--- src/rtl/int16_to_fp16_enc.sv ---
// rtl/int16_to_fp16_enc.sv - 16-bit integer to IEEE-754 half-precision encoder
//
// Purpose:
//   Converts one 16-bit integer at a time into fp16 (1 sign, 5 exp bias 15,
//   10 mantissa) with round-to-nearest-even. The integer is normalised by a
//   small FSM (IDLE -> NORM -> ROUND -> DONE). Zero goes straight to DONE.
//   Results feed the half-precision add/sub unit.
//
// Parameters:
//   SIGNED_IN  1: in_data is two's complement; 0: in_data is unsigned
//
// Configuration macro:
//   I2F_FAST_NORM_EN  defined: NORM takes a single cycle (priority encoder
//                     plus barrel shift); undefined: NORM shifts one bit per
//                     cycle. Both builds produce identical results.
//
// Ports:
//   clk        in   rising-edge clock
//   rst_n      in   synchronous active-low reset
//   in_valid   in   in_data valid
//   in_ready   out  encoder can accept (IDLE only)
//   in_data    in   integer to convert
//   out_valid  out  out_data holds a result (DONE)
//   out_ready  in   consumer accepts out_data
//   out_data   out  fp16 result
//   busy       out  high in every state except IDLE

module int16_to_fp16_enc #(
  parameter bit SIGNED_IN = 1'b1
) (
  input  logic        clk,
  input  logic        rst_n,
  input  logic        in_valid,
  output logic        in_ready,
  input  logic [15:0] in_data,
  output logic        out_valid,
  input  logic        out_ready,
  output logic [15:0] out_data,
  output logic        busy
);

  localparam logic [1:0] ST_IDLE  = 2'd0;
  localparam logic [1:0] ST_NORM  = 2'd1;
  localparam logic [1:0] ST_ROUND = 2'd2;
  localparam logic [1:0] ST_DONE  = 2'd3;

  logic [1:0]  state;
  logic        sign;
  logic [15:0] mag;
  logic [4:0]  exp_q;
  logic [15:0] result;

  // Input magnitude; -32768 negates to 16'h8000, which is the correct
  // unsigned magnitude.
  logic        in_neg;
  logic [15:0] in_mag;

  assign in_neg = SIGNED_IN && in_data[15];
  assign in_mag = in_neg ? (~in_data + 16'd1) : in_data;

  // Rounding on the normalised magnitude (mag[15] is the hidden one).
  logic [9:0]  mant;
  logic        guard_bit;
  logic        sticky_bit;
  logic        round_up;
  logic [10:0] mant_sum;
  logic [4:0]  exp_rnd;
  logic [15:0] rnd_result;

  assign mant       = mag[14:5];
  assign guard_bit  = mag[4];
  assign sticky_bit = |mag[3:0];
  assign round_up   = guard_bit && (sticky_bit || mant[0]);
  assign mant_sum   = {1'b0, mant} + {10'd0, round_up};
  // exp_q is at most 30, so a mantissa carry can reach 31 but cannot wrap.
  assign exp_rnd    = exp_q + {4'd0, mant_sum[10]};

  always_comb begin
    rnd_result = {sign, exp_rnd, mant_sum[9:0]};
    if (exp_rnd == 5'd31) begin
      rnd_result = {sign, 5'h1F, 10'h000};
    end
  end

`ifdef I2F_FAST_NORM_EN
  // Leading-zero count of a nonzero magnitude.
  function automatic logic [3:0] count_lz(input logic [15:0] v);
    logic [3:0] n;
    n = 4'd0;
    for (int i = 0; i < 16; i++) begin
      if (v[i]) begin
        n = 4'(15 - i);
      end
    end
    return n;
  endfunction

  logic [3:0] norm_lz;
  assign norm_lz = count_lz(mag);
`endif

  always_ff @(posedge clk) begin
    if (!rst_n) begin
      state  <= ST_IDLE;
      sign   <= 1'b0;
      mag    <= 16'h0000;
      exp_q  <= 5'd0;
      result <= 16'h0000;
    end else begin
      case (state)
        ST_IDLE: begin
          if (in_valid) begin
            sign  <= in_neg;
            mag   <= in_mag;
            exp_q <= 5'd30;
            if (in_mag == 16'h0000) begin
              // Zero is always +0, whatever the sign of the input.
              result <= 16'h0000;
              state  <= ST_DONE;
            end else begin
              state <= ST_NORM;
            end
          end
        end
        ST_NORM: begin
`ifdef I2F_FAST_NORM_EN
          mag   <= mag << norm_lz;
          exp_q <= 5'd30 - {1'b0, norm_lz};
          state <= ST_ROUND;
`else
          if (mag[15]) begin
            state <= ST_ROUND;
          end else begin
            mag   <= mag << 1;
            exp_q <= exp_q - 5'd1;
          end
`endif
        end
        ST_ROUND: begin
          result <= rnd_result;
          state  <= ST_DONE;
        end
        ST_DONE: begin
          if (out_ready) begin
            state <= ST_IDLE;
          end
        end
        default: state <= ST_IDLE;
      endcase
    end
  end

  assign in_ready  = (state == ST_IDLE);
  assign busy      = (state != ST_IDLE);
  assign out_valid = (state == ST_DONE);
  assign out_data  = result;

endmodule
--- config.mk ---
export PLATFORM = sky130hd
export DESIGN_NAME = int16_to_fp16_enc
export DESIGN_NICKNAME = d
export VERILOG_FILES = /design/src/rtl/int16_to_fp16_enc.sv
export SDC_FILE = /design/constraint.sdc
export NUM_CORES = 1
export LEC_CHECK = 0
export CAP_MARGIN = 20
export CORE_UTILIZATION = 55
export DETAILED_ROUTE_END_ITERATION = 8
export PLACE_DENSITY = 0.81
export SYNTH_ARGS = -nofsm -noshare
export SYNTH_HDL_FRONTEND = slang
export SYNTH_SLANG_ARGS = --single-unit
--- constraint.sdc ---
create_clock -name clk -period 6.4 [get_ports clk]
set_clock_uncertainty 0.05 [all_clocks]
set_input_delay 0.96 -clock clk [delete_from_list [all_inputs] [get_ports clk]]
set_output_delay 0.96 -clock clk [all_outputs]
set_load 0.05 [all_outputs]
==> results.ini <==
[floorplanning]
start_util_pct = 57.91
dieWidth_um = 69.94
num_rows = 24
ioPinCount = 39
die-area_um2 = 4892
core_area_um2 = 4384
die_h_um = 69.94

[place]
gp_congestion = 0.8856
dp_slack_ns = 1.748
dpl.hpwl_um = 4023
numPortBuffers = 38

[global_routing]
antenna_found_initial = 0
grt_pass1_vias = 2057
track_usage_pct = 23.71
grt_pass1_wl_um = 9335
grt_max_degree = 34
overflow = 0

[sta]
worst_slack_ns = 2.032
timing.hold.ws_ns = 0.4152
min_period_ns = 4.368
max_slew.worst_pin.slew_ns = 1.046
post-route-period-util_pct = 68.24
hold_violations = 0
relSlewSlack_pct = 30.24
setup-tns-final_ns = 0
slew_violations = 0
rsz0062_at_grt = false
fmax_mhz = 229.0
setup_viol = 0

[setup_path]
worstSetupEndpoint = out_data[10]
cp.depth = 11
r2r_cells = 9
critPathSlowestCell = or4b_4
arrival_ns = 4.51
path_cells = clkdlybuf4s50_1 > inv_1 > ha_1 > or4b_4 > o41ai_4 > xor2_1 > nand2_1 > or4b_1 > o41ai_1 > o2bb2ai_2 > a22o_1
slowest_delay_ns = 0.54
path_buf_inv = 2
cp-start-kind = input pin
r2r_end = exp_q[2]
critPathTopFamily = compound AO/OA/AOI/OAI gates
worstSetupEndpointType = flop
crit_type = input pin to flop
required_ns = 6.54
r2r_setup_slack_ns = 3.32
path_max_fanout = 16
setup.worst_path.start = in_data[0]
r2r-start = state[1]

[pwr]
swShare_pct = 45.31
p_leak_nw = 1.072
clkPwrFrac_pct = 17.5
power_frac_comb_pct = 48.6
intPower_mw = 0.6422
switchingPower_mw = 0.5321
max-vdd-ir-drop_mv = 0.2469
p_seq_share_pct = 34.0
p_per_area_nw_per_um2 = 392.1

[logic_synthesis]
synth-seq-area-share_pct = 31.54
synth-edff-count = 0
synthFlopType = dfxtp_1
ys_seq_elements = 40
synth_commonest_cells = dfxtp_1, nor2_1, nand2_1, nand3_1
syn_inst = 295
synthDistinctLibCells = 51
avgSynthCellArea_um2 = 8.606
async_flop_share_pct = 0
syn_area_um2 = 2539
synth_area_leaders = dfxtp_1, o2bb2ai_2, xor2_1, xnor2_1, ha_1
syn-num-nets = 324
synth_top_area_share_pct = 31.54
synth_warnings = 0
yosysMostFrequentCell = dfxtp_1
synth.largest_area_cell = dfxtp_1

[clock_tree]
cts_hold_buffers = 0
cts_buffer_depth = 2
postCtsSetupBuffers = 0
clk_pin_slew_worst_paths_ns = 0.08
cts_buffers = 5
ctsResizeCount = 0
htreeDepth = 2
clkLatencyLatePin_ns = 0.30
cts_tree = yes
clock-root-buffer = clkbuf_8
clock_sinks = 40

[layout]
area_growth_pct = 17.99
fillers = 370
nets = 350
layout-drive-gt1-share_pct = 9.006
antenna_cells = 0
fin_util_pct = 68.32

[drt]
drcViolationCount = 0
wl_um = 5516
viasPerCell = 5.882
num_vias = 2200
drt_iter0_markers = 73
wl_per_cell_um = 14.75
detailedRoute.firstPassIterationCount = 4
final_antenna_net_count = 0

[worst_hold_path]
hp-class = flop to flop

[job]
maxCapViolCount = 0

[run_status]
status = complete, no violations

[per-layer routing]
metal  global-route usage, %  wire (um)  vias up
met1                   29.05       2432     1033
met4                   7.333         66        0
met2                   40.49       2788       43
met3                   6.205        229        6
met5                       0          0        -
li1                        -          -     1118
[registers in the layout, indices dropped and copies added, names as in the netlist]
signal and flops:
mag 16, exp_q 5, state 2, out_data 16, sign 1
[cell type report]
cell class / count / area (um2) / share of cell area [%]
Multi-Input combinational cell: 220 / 1582 / 52.80
Inverter: 16 / 60.06 / 2.005
Clock inverter: 2 / 35.03 / 1.170
Timing Repair Buffer: 38 / 380.4 / 12.70
Clock buffer: 6 / 72.57 / 2.423
Tap cell: 52 / 65.06 / 2.172
Sequential cell: 40 / 800.8 / 26.73
[metrics by stage]
step	total power [mW]	cell area, um2	cells
floorplan	0.8413	2539	295
global route	1.263	2995	374
finish	1.174	2995	374
global placement	0.9552	2888	366
detailed placement	0.9650	2888	366
CTS	1.173	2995	374
[kinds of logic (layout without fill, tap and decap cells)]
group	Yosys count	count (layout)	synth area share, %
multiplexers	1	1	0.3943
AND/OR/NAND/NOR	106	106	22.03
flip-flops	40	40	31.54
buffers and inverters	35	62	6.161
XOR/XNOR	28	28	9.660
AO/OA/AOI/OAI	76	76	25.78
adder cells (fa/ha/maj)	9	9	4.436
[power by group through the flow]
stage,registers [mW],logic (mW),clock network [mW]
floorplan,0.410,0.431,0
global placement,0.401,0.555,0
detailed placement,0.402,0.563,0
CTS,0.398,0.568,0.207
global route,0.409,0.636,0.217
finish,0.399,0.570,0.205
[worst min-delay path: cells and delay by family, from the launching register on]
family / cells / cell delay (ns)
AO/OA/AOI/OAI: 1 / 0.05
flip-flops: 1 / 0.32
AND/OR/NAND/NOR: 1 / 0.05
[placed cells by master (no fill, tap or decap), drive strengths merged, types with 7 or more instances in the layout]
| cell | instances |
|---|---|
| a21oi | 13 |
| ha | 9 |
| o21ai | 17 |
| nor2 | 28 |
| inv | 16 |
| clkdlybuf4s50 | 38 |
| xor2 | 15 |
| nand3 | 19 |
| nand2 | 19 |
| o211ai | 7 |
| dfxtp | 40 |
| o2bb2ai | 11 |
| xnor2 | 13 |
[worst min path at each step]
| stage | slack, ns | start | to | depth (start not counted) |
|---|---|---|---|---|
| 2_1_floorplan | 0.39 | sign | sign | 2 |
| 3_3_place_gp | 0.40 | sign | sign | 2 |
| 3_5_place_dp | 0.41 | sign | sign | 2 |
| 4_1_cts | 0.42 | sign | sign | 2 |
| 5_1_grt | 0.44 | out_data[2] | out_data[2] | 1 |
| 6_report | 0.42 | sign | sign | 2 |
No activity file was read; power rests on OpenSTA's default activity.
